File: config.mk
export PLATFORM = sky130hd
export DESIGN_NAME = tdm_demux_8ch
export DESIGN_NICKNAME = d
export VERILOG_FILES = /design/src/rtl/tdm_demux_8ch.sv
export SDC_FILE = /design/constraint.sdc
export NUM_CORES = 1
export LEC_CHECK = 0
export ABC_AREA = 1
export CAP_MARGIN = 20
export CORE_MARGIN = 4
export CORE_UTILIZATION = 50
export CTS_BUF_LIST = sky130_fd_sc_hd__clkbuf_4 sky130_fd_sc_hd__clkbuf_8
export CTS_CLUSTER_DIAMETER = 120
export DETAILED_ROUTE_END_ITERATION = 6
export PLACE_DENSITY = 0.84
export SYNTH_ARGS = -nofsm -noshare
export SYNTH_HDL_FRONTEND = slang
export SYNTH_SLANG_ARGS = --single-unit
File: constraint.sdc
create_clock -name clk -period 1.85 [get_ports clk]
set_input_delay 0.2775 -clock clk [delete_from_list [all_inputs] [get_ports clk]]
set_output_delay 0.2775 -clock clk [all_outputs]
set_load 0.02 [all_outputs]
File: src/rtl/tdm_demux_8ch.sv
// -----------------------------------------------------------------------------
// tdm_demux_8ch
//
// Receive end of the 8:1 time-division serial channel. Accepts one W-bit
// sample per valid cycle, aligns to the frame-sync marker (slot 0), and steers
// successive samples into slots 0..7. When slot 7 arrives the complete frame
// is published on ch_out with a one-cycle frame_valid strobe. Framing
// violations pulse sync_err and are recovered automatically.
//
// Ports
//   clk          system clock, all logic on the rising edge
//   rst_n        synchronous active-low reset
//   din          W-bit sample from the line
//   din_valid    din holds a sample this cycle
//   sync         din is the slot-0 sample of a frame (only when din_valid=1)
//   ch_out       last complete frame, slot i at bits [i*W +: W]
//   frame_valid  one-cycle pulse: ch_out just updated
//   slot         slot index the next accepted sample will occupy
//   locked       receiver is aligned to the frame (LOCK state)
//   sync_err     one-cycle pulse on a framing violation
// -----------------------------------------------------------------------------
module tdm_demux_8ch #(
  parameter int unsigned W = 1
) (
  input  logic           clk,
  input  logic           rst_n,
  input  logic [W-1:0]   din,
  input  logic           din_valid,
  input  logic           sync,
  output logic [8*W-1:0] ch_out,
  output logic           frame_valid,
  output logic [2:0]     slot,
  output logic           locked,
  output logic           sync_err
);

  typedef enum logic {
    HUNT = 1'b0,
    LOCK = 1'b1
  } state_e;

  state_e              state_q, state_d;
  logic [2:0]          slot_q, slot_d;
  logic [7:0][W-1:0]   shadow_q, shadow_d;
  logic [7:0][W-1:0]   ch_out_q, ch_out_d;
  logic                frame_valid_q, frame_valid_d;
  logic                sync_err_q, sync_err_d;

  always_comb begin
    // NOTE: every signal gets a default before any branch so no path leaves it
    // unassigned; otherwise synthesis infers a latch.
    state_d       = state_q;
    slot_d        = slot_q;
    shadow_d      = shadow_q;
    ch_out_d      = ch_out_q;
    frame_valid_d = 1'b0;
    sync_err_d    = 1'b0;

    if (din_valid) begin
      unique case (state_q)
        HUNT: begin
          // Non-sync samples are silently dropped while hunting.
          if (sync) begin
            shadow_d[0] = din;
            slot_d      = 3'd1;
            state_d     = LOCK;
          end
        end

        LOCK: begin
          if (sync) begin
            // Sync mid-frame (including at slot 7) is an early-sync error:
            // drop the partial frame and restart on this sample.
            sync_err_d  = (slot_q != 3'd0);
            shadow_d[0] = din;
            slot_d      = 3'd1;
          end else if (slot_q == 3'd0) begin
            // A frame must start with sync; lost alignment, go hunting.
            sync_err_d = 1'b1;
            slot_d     = 3'd0;
            state_d    = HUNT;
          end else if (slot_q == 3'd7) begin
            // Slot 7 bypasses the shadow and lands in ch_out directly.
            ch_out_d      = {din, shadow_q[6:0]};
            frame_valid_d = 1'b1;
            slot_d        = 3'd0;
          end else begin
            shadow_d[slot_q] = din;
            slot_d           = slot_q + 3'd1;
          end
        end

        default: state_d = HUNT;
      endcase
    end
  end

  // NOTE: sequential state uses non-blocking assignments so every flop samples
  // the pre-edge values; blocking here would create order-dependent races.
  always_ff @(posedge clk) begin
    if (!rst_n) begin
      state_q       <= HUNT;
      slot_q        <= 3'd0;
      // NOTE: the shadow frame store is cleared on reset too, so its contents
      // are deterministic even though they are only read while locked.
      shadow_q      <= '0;
      ch_out_q      <= '0;
      frame_valid_q <= 1'b0;
      sync_err_q    <= 1'b0;
    end else begin
      state_q       <= state_d;
      slot_q        <= slot_d;
      shadow_q      <= shadow_d;
      ch_out_q      <= ch_out_d;
      frame_valid_q <= frame_valid_d;
      sync_err_q    <= sync_err_d;
    end
  end

  assign ch_out      = ch_out_q;
  assign frame_valid = frame_valid_q;
  assign slot        = slot_q;
  assign locked      = (state_q == LOCK);
  assign sync_err    = sync_err_q;

endmodule

# --- Word level (Yosys, flattened, before mapping) ---
# Index checks and enable logic that the tools add are counted.
word_totals:
  reg_bits: 22
  input_bits: 5
  out_inout_bits: 14
  elab_cells: 62
op_classes:
  add_sub_neg: 1
  n_lt_le_gt_ge: 2
  n_eq_ne: 4
  muxes: 20
  n_bitwise: 6
  n_reduce_logical: 9
ops:
  columns: ["operator", "n"]
  rows:
  - ["3-bit two-way mux", 4]
  - ["1-bit two-way mux", 11]
  - ["5-bit AND reduction", 2]
  - ["8-bit bitwise mux", 1]
  - ["3-bit inequality test, second input constant", 2]
  - ["1-bit inverter", 6]
  - ["3-bit one-hot mux with 2 select lines", 1]
  - ["5-bit OR reduction", 1]
  - ["3-bit by 4-bit < comparator with 1-bit output, second input constant", 1]
  - ["1-bit one-hot mux with 2 select lines", 2]
  - ["4-bit AND reduction", 1]
  - ["3-bit by 1-bit adder with 3-bit output, second input constant", 1]
  - ["1-bit demux with 3-bit select", 1]
  - ["3-bit equality test, second input constant", 1]
  - ["3-bit by 1-bit >= comparator with 1-bit output, second input constant", 1]
  - ["3-bit logical NOT", 1]
  - ["3-bit AND reduction", 1]
  - ["3-bit nonzero test", 1]
  - ["2-bit inequality test, second input constant", 1]
  - ["2-bit AND reduction", 1]
  - ["1-bit logical AND", 1]

# --- Longest topological paths before layout ---
# Gate-level depths: netlist of run 1.
depth:
  ltp_word: 9
  mapped_depth: 9
  ltp_nobuf: 9

# --- Worst setup path before layout of run 1 ---
# Ideal clock, no wire load.
synth_timing:
  path_kind: "register to register"
  start: "register slot_q[0], in the netlist slot[0]"
  end: "register ch_out_q, in the netlist ch_out[0]"
  setup_ns: 0.116
  arrival_time_ns: 1.573
  required_time_ns: 1.734
  path_slack_ns: 0.161
  stages_incl_launch_ff: 10
  n_path_buf: 0
  synth_period_minus_slack_ns: 1.689
  cell_sequence: "dfxtp_1 > inv_1 > ha_1 > nand2_4 > ha_1 > nand2_1 > nor2_4 > inv_2 > nor2_1 > nor2_1"
synth_via:
  elab_chain_cells: 3
  word_cells_on_any_way: 4
  cone_classes: "eq/ne: 1; bitwise: 1; reduce/logical: 2"
synth_rtl:
  columns: ["element", "line", "source"]
  rows:
  - ["start, declared", "43", "logic [2:0] slot_q, slot_d;"]
  - ["start signal, assigned", "112", "slot_q <= slot_d;"]
  - ["3-bit logical NOT", "77", "end else if (slot_q == 3'd0) begin"]
  - ["1-bit inverter (no source line)", null, null]
  - ["5-bit AND reduction (no source line) *", null, null]
  - ["end signal, assigned", "114", "ch_out_q <= ch_out_d;"]
  - ["end, declared", "45", "logic [7:0][W-1:0] ch_out_q, ch_out_d;"]
# Every way passes the cells marked *; elsewhere a longest branch is shown, timed or not.
# A chain may end at the register's enable or synchronous reset.

# --- Worst setup path in the final report of run 1 ---
layout_timing:
  start: "register slot_q[0], in the netlist slot[0]"
  end: "output slot[0]"
layout_rtl:
  columns: ["element", "line", "source"]
  rows:
  - ["end, declared", "32", "output logic [2:0] slot,"]
# No word-level cell between the ends.

==> flow_summary.toml, run 1 <==
[run_status]
outcome = "complete, no violations"

[routing]
wl_per_cell_um = 12.0
vias_per_cell = 5.10
vias = 878
antenna_left = 0
drc_errors = 0
first_pass_iters = 4
first_iter_violations = 27
drt_wl_total_mm = 2.07

[clock_tree]
cts.clk_slew.worst_paths_ns = 0.12
clock_latency_ns = 0.31
cts_buffers = 3
cts-hold-fix-buffers = 0
h-tree-depth = 1
cts-resized-gates = 0
clock-sinks = 21
cts_tree = "done"
cts_setup_buffers = 0
cts_buffer_depth = 2
cts_root_buffer = "clkbuf_4"

[pwr]
power_mw = 0.765
combPwrFrac_pct = 10.2
power.density_nw_per_um2 = 644
seqPwrFrac_pct = 60.3
p_leak_nw = 0.503
p_sw_share_pct = 25.6
vdd_drop_max_mv = 0.422
p_clk_share_pct = 29.5
power_switching_mw = 0.195
p_int_mw = 0.570

[layout]
post_route_cells_drive_above_1_share_pct = 11.6
n_antenna_cell = 0
layout.cells.non_filler = 172
finalNetCount = 158
area_delta_synth_final_pct = 25.2

[timing]
fin_worst_skew_ns = 0.00223
tightest_slew_ns = 0.299
rsz0062_at_grt = "false"
fin_setup_tns_ns = 0
max_slew_margin_pct = 80.0
fin_crit_sh_pct = 91.8
period_needed_ns = 1.70
slew_viol_final = 0
fmax_mhz = 589
hold_viol = 0
finalSetupViolations = 0

[placed_design]
dp_cells = 168
portBuffers = 18
dpl.hpwl_mm = 1.61
gp_congestion = 0.917

[die]
die_y_um = 51.6
die_area_um2 = 2660
die_x_um = 51.6
rows = 15
start_util_pct = 53.8
core_area_um2 = 1760
ioPinCount = 19

[critical_path]
cp.required_ns = 1.57
cp_data_arrival_time_ns = 1.42
crit_type = "flop to primary output"
critPathMaxFanout = 7
r2r_slack_ns = 0.22
cp-end-kind = "primary output"
cp-start-kind = "flop"

[logic_synthesis]
synth_top_area_cell = "dfxtp_1"
synth_edf_count = 0
synthesis.nets = 135
async_reset_ff_share_pct = 0
synth_top_cells_by_area = "dfxtp_1 44%, nor2_1 11%, nand2_1 7.9%"
syn_avg_cell_area_um2 = 7.60
syn_inst = 125
synth_common_cells = "28 x nor2_1, 21 x dfxtp_1, 20 x nand2_1, 11 x a21oi_1, 8 x inv_1"
synth_cell_types = 21
synth_area_um2 = 950
yosys_warnings = 0
synth_seq_cells = 21
synth_largest_type_area_fraction_pct = 44.3
synth_flop_cell = "dfxtp_1"
ys_seq_area_share_pct = 44.3
synth_most_common_cell = "nor2_1"

[grt]
grtUsageTotal_pct = 18.0
grt_pass1_vias = 830
grt_pass1_wl_mm = 3.61
antenna_found_initial = 0
overflow = 0
grt_max_degree = 16

[min_path]
hold_class = "flop to flop"

[run]
maxCapViolCount = 0
## registers in the layout (all words and copies together), names as in the netlist
signal and count:
frame_valid 1, locked 1, sync_err 1, ch_out 8, shadow_q 7, slot 3
## kinds of logic (layout without fill, tap and decap cells)
logic type / Yosys count / after routing / synth area share [%]
simple gates: 65 / 65 / 31.5
compound gates: 21 / 21 / 11.7
flops: 21 / 21 / 44.3
buf+inv: 13 / 35 / 5.93
fa+ha+maj: 5 / 5 / 6.59
## cell usage in the layout, fill, tap and decap left out
cell type,n
a211oi_1,1
a21oi_1,11
a21oi_2,1
buf_4,2
clkbuf_4,3
clkdlybuf4s50_1,18
clkinv_2,1
dfxtp_1,21
ha_1,5
inv_1,8
inv_2,3
nand2_1,20
nand2_2,2
nand2_4,1
nand3_1,7
nand3_2,2
nand4_1,1
nor2_1,28
nor2_4,2
nor3_1,1
nor4_1,1
o21ai_0,3
o21ai_1,5
## critical path, stage by stage (launching register included)
cell	delay (ns)
dfxtp_1	0.36
buf_4	0.15
clkdlybuf4s50_1	0.60
## routing by layer
layer	GRT usage, %	vias to the layer above	share of wire (%)
met4	11.4	0	1.8
met3	2.87	5	5.1
met1	22.5	396	46
met2	28.6	28	48
met5	0	-	0
li1	-	449	-
## per-stage QoR
stage                     setup WS [ns]  hold WS, ns  instance area (um2)  util, %
after global routing             0.0222        0.522                 1190     67.4
after floorplan                   0.161        0.416                  950        -
after detailed placement          0.119        0.476                 1160     65.8
final                             0.152        0.498                 1190     67.4
after CTS                         0.142        0.494                 1190     67.4
after global placement            0.201        0.474                 1160     65.8
## area by class of cell
type | instances | area [um2]
fillers | 156 | 576
multi-input cells | 91 | 473
flip-flops and latches | 21 | 420
repair buffers | 20 | 195
inverters | 11 | 41.3
well taps | 25 | 31.3
clock buffers | 3 | 22.5
clock inverters | 1 | 5.00
## power groups by stage
stage	sequential (mW)	clock [mW]	combinational (mW)
after floorplan	0.477	0	0.0394
after global placement	0.471	0	0.0763
after detailed placement	0.472	0	0.0780
after CTS	0.462	0.230	0.0783
after global routing	0.463	0.249	0.0860
final	0.461	0.226	0.0779
## path summary, 6_finish.rpt
path | start | endpoint | depth (start not counted)
worst max-delay path | slot[0] | slot[0] | 2
worst min-delay path | shadow_q[2] | shadow_q[2] | 2
worst max register to register | slot[0] | shadow_q[2] | 8
worst min register to register | shadow_q[2] | shadow_q[2] | 2
No activity file was read; power rests on OpenSTA's default activity.
==> inputs of run 2 (changes only) <==
--- a/config.mk
+++ b/config.mk
@@ -11,6 +11,7 @@
 export CORE_UTILIZATION = 50
 export CTS_BUF_LIST = sky130_fd_sc_hd__clkbuf_4 sky130_fd_sc_hd__clkbuf_8
 export CTS_CLUSTER_DIAMETER = 120
+export CTS_CLUSTER_SIZE = 16
 export DETAILED_ROUTE_END_ITERATION = 6
 export PLACE_DENSITY = 0.84
 export SYNTH_ARGS = -nofsm -noshare
==> results of run 2 <==
Final layout, timing and power as in run 1 (identical DEF).
==> inputs of run 3 (changes only) <==
--- a/config.mk
+++ b/config.mk
@@ -7,7 +7,7 @@
 export LEC_CHECK = 0
 export ABC_AREA = 1
 export CAP_MARGIN = 20
-export CORE_MARGIN = 4
+export CORE_MARGIN = 2
 export CORE_UTILIZATION = 50
 export CTS_BUF_LIST = sky130_fd_sc_hd__clkbuf_4 sky130_fd_sc_hd__clkbuf_8
 export CTS_CLUSTER_DIAMETER = 120
==> constraint.sdc (replaced) <==
create_clock -name clk -period 2.2 [get_ports clk]
set_input_delay 0.33 -clock clk [delete_from_list [all_inputs] [get_ports clk]]
set_output_delay 0.33 -clock clk [all_outputs]
set_load 0.02 [all_outputs]
==> run 3 against run 2 <==
Against the previous run: cell area rose by 0.21%; sequential power fell by 16%; critical path depth did not move; sequential share of layout area fell by 0.074 points; combinational power fell by 15%; core utilization rose by 0.14 points; cell count did not move; wire length fell by 0.58%; clock skew rose by 0.00090 ns; critical endpoint unchanged; largest cell class unchanged; highest routed layer unchanged.
==> flow_summary.toml, run 3 (synthesis results as in run 1) <==
[run_status]
outcome = "complete, no violations"

[layout]
post_route_cells_drive_above_1_share_pct = 11.6
final_cell_mix = "28 x nor2_1, 21 x dfxtp_1, 20 x nand2_1, 18 x clkdlybuf4s50_1, 11 x a21oi_1"
finalNetCount = 158
largest_reg_flops = 8
nFillCells = 160
n_antenna_cell = 0
final_common_cell = "nor2_1"
area_delta_synth_final_pct = 25.4

[clock_tree]
cts-hold-fix-buffers = 0
cts_buffers = 3
cts.clk_slew.worst_paths_ns = 0.12
cts_tree = "done"
clock_latency_ns = 0.31
clock-sinks = 21
cts_buffer_depth = 2
h-tree-depth = 1
cts_setup_buffers = 0
cts-resized-gates = 0
cts_root_buffer = "clkbuf_4"

[grt]
overflow = 0
antenna_found_initial = 0
grt_pass1_wl_mm = 3.28
grt_pass1_vias = 777
grt_max_degree = 17
grtUsageTotal_pct = 21.3

[timing]
fin_worst_skew_ns = 0.00313
hold-worst-slack_ns = 0.495
period_needed_ns = 1.76
tightest_slew_ns = 0.292
fmax_mhz = 569
fin_crit_sh_pct = 79.9
hold_viol = 0
fin_setup_tns_ns = 0
rsz0062_at_grt = "false"
max_slew_margin_pct = 80.5
slew_viol_final = 0
finalSetupViolations = 0

[routing]
wl_per_cell_um = 12.0
first_iter_violations = 21
drc_errors = 0
drt_wl_total_mm = 2.06
vias_per_cell = 5.13
antenna_left = 0
first_pass_iters = 4
vias = 882

[run]
maxCapViolCount = 0

[pwr]
p_leak_nw = 0.503
vdd_drop_max_mv = 0.448
power.density_nw_per_um2 = 552

[placed_design]
gp_congestion = 0.872
portBuffers = 18
dpl.hpwl_mm = 1.55

[critical_path]
cp.required_ns = 1.87
crit_type = "flop to primary output"
critPathMaxFanout = 7
critPathTopFamily = "buffers and inverters"
worst_path_largest_cell_delay_ns = 0.61
r2r_cells = 9
slowest_stage = "clkdlybuf4s50_1"
cp-start-kind = "flop"
path_depth = 2
r2r-start = "slot[1]"
crit_start = "slot[0]"
cp-end-kind = "primary output"
cp_data_arrival_time_ns = 1.43
cp_cell_sequence = "buf_4, clkdlybuf4s50_1"
path_buf_inv = 2

[die]
die_y_um = 47.6
die_area_um2 = 2260
rows = 15
start_util_pct = 53.8
ioPinCount = 19
core_area_um2 = 1760
die_x_um = 47.6

[min_path]
min_from = "shadow_q[2]"
hold_class = "flop to flop"
whs_path_depth = 2
-- run 3: worst paths after layout --
path | to | slack (ns)
max reg2reg | ch_out[1] | 0.56
min | shadow_q[2] | 0.49
min reg2reg | shadow_q[2] | 0.49
max | slot[0] | 0.44
-- run 3: power by group --
part           switching (mW)  total, mW  leakage [nW]  internal [mW]
sequential            0.00344      0.388         0.170          0.385
combinational          0.0396     0.0663         0.315         0.0267
clock                   0.119      0.203        0.0184         0.0832
total                   0.162      0.657         0.503          0.494
-- run 3: cell type report --
cell class	instances	area, um2	area share, %
clock buffer	4	30.0	2.52
timing repair buffer	20	195	16.4
multi-input combinational	91	473	39.7
tap	25	31.3	2.63
sequential	21	420	35.3
inverter	11	41.3	3.47
-- run 3: per-layer routing --
layer  share of wire [%]  up-vias  global-route usage, %
li1                    -      449                      -
met1                  45      401                   26.5
met2                  48       26                   33.5
met3                 5.0        6                   6.04
met4                 2.0        0                   11.4
met5                   0        -                      0
-- run 3: worst reg2reg max path, cell delays in order (launching register included) --
cell and delay (ns):
dfxtp_1 0.40, inv_1 0.11, ha_1 0.23, nand2_4 0.10, ha_1 0.15, nand2_1 0.08
nor2_4 0.22, inv_2 0.11, nor2_1 0.10, nor2_1 0.05
-- run 3: metrics by stage --
| stage | instance area [um2] | total power [mW] | cells | setup slack (ns) | utilization [%] |
|---|---|---|---|---|---|
| 4_1_cts | 1190 | 0.659 | 172 | 0.445 | 67.5 |
| 3_5_place_dp | 1160 | 0.462 | 168 | 0.437 | 65.8 |
| 6_report | 1190 | 0.657 | 172 | 0.443 | 67.5 |
| 5_1_grt | 1190 | 0.677 | 172 | 0.405 | 67.5 |
| 2_1_floorplan | 950 | 0.435 | 125 | 0.511 | - |
| 3_3_place_gp | 1160 | 0.460 | 168 | 0.502 | 65.8 |
==> patch 1 (settings of run 2) <==
Reset style: asynchronous (`rst_n`), changed in one clocked block. Comments in the files are not updated.
--- a/src/rtl/tdm_demux_8ch.sv
+++ b/src/rtl/tdm_demux_8ch.sv
@@ -98,5 +98,5 @@
   // NOTE: sequential state uses non-blocking assignments so every flop samples
   // the pre-edge values; blocking here would create order-dependent races.
-  always_ff @(posedge clk) begin
+  always_ff @(posedge clk or negedge rst_n) begin
     if (!rst_n) begin
       state_q       <= HUNT;
Function: differs if rst_n is asserted again (counterexample within 4 cycles, from zero or initial values and one cycle with rst_n low); with rst_n held inactive, the same outputs for 10 cycles.
==> patch 1 against run 2 <==
- clock skew decreased by 0.0011 ns
- via count grew 0.23%
- sequential cell count unchanged
- routed wire length rose by 5.0%
- sequential share of layout area rose by 6.6 points
- global-route usage fell by 0.37 points
- die area grew 4.7%
- setup slack worse by 0.064 ns
- design area is 5.4% higher
- non-clock buffer count up 1
- area after synthesis increased by 5.5%
- count of clock-buffer cells in the layout unchanged
Power is not compared: it rests on default switching activity, and its combinational part moved more than twofold at a synthesized area within 25%.
==> patch 1: results (changes against run 2) <==
metric,value,unit,change
io_buffers,18,,unchanged
relSlewSlack,0.808,,+0.00722
syn-mean-instance-area,8.35,um^2,+9.9%
cp_top_family,simple AND/OR/NAND/NOR gates,,
gp_congestion,0.857,,-6.5%
async_flop_share,1.00,,+1.00
crit_fanout,9,,+2
holdWs,0.305,ns,-0.194 ns
grt_pass1_wl,3550,um,-1.5%
rrSetupSlack,0.09,ns,-0.13 ns
clock_skew,0.00113,ns,-0.00109 ns
nets,154,,-2.5%
synth.net_count,129,,-4.4%
largest_reg_flops,8,,unchanged
slew_viol_final,0,,unchanged
r2r_start,slot[1],,
grt_max_degree,22,,+6
drive_above_1_share,0.0833,,-0.0323
startpoint_type,flop,,
synth_area_leaders,"dfrtp_1 52%, nand2_1 18%, ha_1 5.0%, o21ai_0 4.0%, inv_1 3.7%",,
worstRegToRegCells,9,,+1
cts_setup_buffers,0,,unchanged
vias_per_cell,5.21,,+2.0%
crit_slowest_cell,dfrtp_1,,
cts_buffers,3,,unchanged
r2r-end,shadow_q[2],,
dp_hpwl,1590,um,-1.4%
holdCritPathClass,primary input to asynchronous set/reset pin,,
n_antenna_cell,0,,unchanged
cts_buffer_depth,2,,unchanged
grt_pass1_vias,819,,-1.3%
status,finished clean,,
clk_latency,0.30,ns,
ys_types,18,,-14%
root_buffer,clkbuf_4,,
pre_cts_ws,0.0835,ns,-0.0360 ns
wire_per_inst,12.9,um,+6.9%
vias,880,,+0.23%
ys_top_cells_by_count,"49 x nand2_1, 21 x dfrtp_1, 10 x inv_1",,
track_usage,0.176,,-0.00366
worstPathArrival,1.96,ns,+0.54 ns
place_inst,165,,-1.8%
seq_area_frac_synth,0.524,,+0.0817
cp_slowest_stage_delay,0.48,ns,-0.12 ns
drt-initial-drc-count,69,,+160%
synthFlopType,dfrtp_1,,
-- patch 1: cell type report --
| type | instances | area share |
|---|---|---|
| clock buffers | 3 | 0.0180 |
| multi-input cells | 86 | 0.335 |
| flip-flops and latches | 21 | 0.420 |
| repair buffers | 21 | 0.162 |
| inverters | 12 | 0.0370 |
| clock inverters | 1 | 0.00400 |
| well taps | 25 | 0.0250 |
-- patch 1: power breakdown --
| part | total (mW) | internal, mW | switching, mW |
|---|---|---|---|
| clock | 0.219 | 0.0807 | 0.139 |
| sequential | 0.630 | 0.548 | 0.0820 |
| combinational | 0.543 | 0.217 | 0.326 |
-- patch 1: logic make-up (layout without fill, tap and decap cells) --
group | Yosys count | count (layout) | synth area share
compound gates | 9 | 9 | 0.0462
buf+inv | 13 | 37 | 0.0574
flops | 21 | 21 | 0.524
fa+ha+maj | 4 | 4 | 0.0499
simple gates | 73 | 73 | 0.322
-- patch 1: how the worst max path moves through the flow --
stage	end	slack, ns
2_1_floorplan	shadow_q[1]	0.16
3_3_place_gp	shadow_q[2]	0.20
3_5_place_dp	shadow_q[2]	0.08
4_1_cts	slot[2]	0.1
5_1_grt	slot[2]	0.03
6_report	shadow_q[2]	0.09
-- patch 1: stage by stage --
step                 util  cell area [um^2]
detailed placement  0.673              1220
floorplan               -              1000
CTS                 0.688              1250
global placement    0.673              1220
finish              0.688              1250
global route        0.688              1250
-- patch 1: routing by layer --
| metal | part of all wire | global-route usage | vias to the layer above |
|---|---|---|---|
| li1 | - | - | 432 |
| met4 | 0.029 | 0.0766 | 0 |
| met1 | 0.43 | 0.224 | 400 |
| met3 | 0.064 | 0.0256 | 9 |
| met5 | 0 | 0 | - |
| met2 | 0.47 | 0.295 | 39 |
==> patch 2 (config.mk and constraints of run 2) <==
Without the edit above. Register the output `locked`; this adds one clock of latency there. The other outputs are not delayed to match.
--- a/src/rtl/tdm_demux_8ch.sv
+++ b/src/rtl/tdm_demux_8ch.sv
@@ -121,5 +121,7 @@
   assign frame_valid = frame_valid_q;
   assign slot        = slot_q;
-  assign locked      = (state_q == LOCK);
+  always_ff @(posedge clk) begin
+    locked <= (state_q == LOCK);
+  end
   assign sync_err    = sync_err_q;
 
Behaviour: not the same (a bounded check fails within 4 cycles, from zero or initial values and one cycle with rst_n low).
==> patch 2 against run 2 <==
- routed wire length up 7.7%
- maximum frequency up 3.1%
- core utilization up 1.8 points
- sequential power up 5.4%
- clock skew up 0.0088 ns
- sequential cell count up 1
- setup slack better by 0.051 ns
- hold slack worse by 0.079 ns
- design area up 3.8%
- total power up 22%
- area after synthesis up 2.1%
- critical path type unchanged
- largest cell class unchanged
- highest routed layer unchanged
==> patch 2: results (changes against run 2) <==
metric,value,unit,change
leakage,0.521,nW,+3.7%
vias,904,,+3.0%
synth_area_leaders,"dfxtp_1 45%, nor2_1 11%, nand2_1 7.7%, ha_1 6.5%, a21oi_1 5.7%",,
status,finished clean,,
cts_buffers,3,,unchanged
grt_pass1_wl,3520,um,-2.5%
cts_setup_buffers,0,,unchanged
gp_congestion,0.897,,-2.2%
drtPass1Iterations,4,,unchanged
dp_hpwl,1640,um,+1.6%
synth.net_count,136,,+0.74%
nets,159,,+0.63%
drt-initial-drc-count,34,,+26%
slew_viol_final,0,,unchanged
relSlewSlack,0.760,,-0.0402
vdd_drop_max,0.000513,V,+22%
n_antenna_cell,0,,unchanged
cts.repair.resized,0,,unchanged
async_flop_share,0,,unchanged
root_buffer,clkbuf_4,,
syn-mean-instance-area,7.70,um^2,+1.3%
crit_slowest_cell,clkdlybuf4s50_1,,
cts_buffer_depth,2,,unchanged
r2r-end,ch_out[4],,
clk_latency,0.31,ns,about the same
clk_pin_slew_worst_paths,0.12,ns,about the same
grt_max_degree,16,,unchanged
yosysWarnings,0,,unchanged
seq_area_frac_synth,0.454,,+0.0115
holdCritPathClass,flop to flop,,
worstPathArrival,1.37,ns,-0.05 ns
fmax,607,MHz,+3.1%
ys_top_cells_by_count,"28 x nor2_1, 22 x dfxtp_1, 20 x nand2_1",,
worstRegToRegCells,9,,+1
stdcell_count,173,,+0.58%
track_usage,0.181,,+0.00132
ys_types,21,,unchanged
setup.worst_path.start,slot[2],,
holdWs,0.419,ns,-0.0791 ns
grt_pass1_vias,805,,-3.0%
crit_end,slot[2],,
antenna_found_initial,0,,unchanged
pre_cts_ws,0.146,ns,+0.0262 ns
crit_fanout,5,,-2
clock_skew,0.0110,ns,+0.00881 ns
wirelength,2230,um,+7.7%
synthFlopType,dfxtp_1,,
rrSetupSlack,0.21,ns,
r2r_start,slot[1],,
drive_above_1_share,0.115,,-0.000781
cp_slowest_stage_delay,0.64,ns,+0.04 ns
cp_top_family,buffers and inverters,,
largest_reg_flops,8,,unchanged
io_buffers,18,,unchanged
patch 2: cell count changes in the layout (fill, tap and decap cells not counted), sizes merged:
| cell | before | now |
|---|---|---|
| bufinv | 0 | 1 |
| clkinv | 1 | 0 |
| dfxtp | 21 | 22 |
patch 2: how the worst min path moves through the flow:
| stage | start | cells past startpoint | end |
|---|---|---|---|
| 2_1_floorplan | state_q | 0 | locked |
| 3_3_place_gp | state_q | 0 | locked |
| 3_5_place_dp | state_q | 0 | locked |
| 4_1_cts | state_q | 0 | locked |
| 5_1_grt | state_q | 0 | locked |
| 6_report | state_q | 0 | locked |
patch 2: cells by family after synthesis:
kind of cell,count (synthesis),share of synthesized area
adders and majority gates,5,0.0645
AOI/OAI and AO/OA,21,0.115
buffers and inverters,13,0.0581
and+or+nand+nor,65,0.308
DFF,22,0.454
patch 2: area by class of cell:
class / instances / area, um^2
fill: 142 / 549
sequential: 22 / 440
multi-input combinational: 91 / 473
clock buffer: 3 / 22.5
clock inverter: 1 / 30.0
inverter: 11 / 41.3
tap: 25 / 31.3
timing repair buffer: 20 / 195
patch 2: per-layer routing:
| layer | part of all wire | global-route usage | vias to the layer above |
|---|---|---|---|
| li1 | - | - | 454 |
| met1 | 0.43 | 0.222 | 404 |
| met2 | 0.48 | 0.293 | 38 |
| met3 | 0.067 | 0.0287 | 8 |
| met4 | 0.027 | 0.114 | 0 |
| met5 | 0 | 0 | - |
patch 2: metrics by stage:
stage | cell area (um^2) | power, mW
3_5_place_dp | 1180 | 0.574
6_report | 1230 | 0.935
2_1_floorplan | 970 | 0.541
3_3_place_gp | 1180 | 0.571
4_1_cts | 1230 | 0.938
5_1_grt | 1230 | 0.970
patch 2: power breakdown:
group / internal [mW] / switching, mW / total (mW)
clock network: 0.219 / 0.150 / 0.369
logic: 0.0317 / 0.0483 / 0.0799
registers: 0.481 / 0.00506 / 0.486
total: 0.731 / 0.203 / 0.935
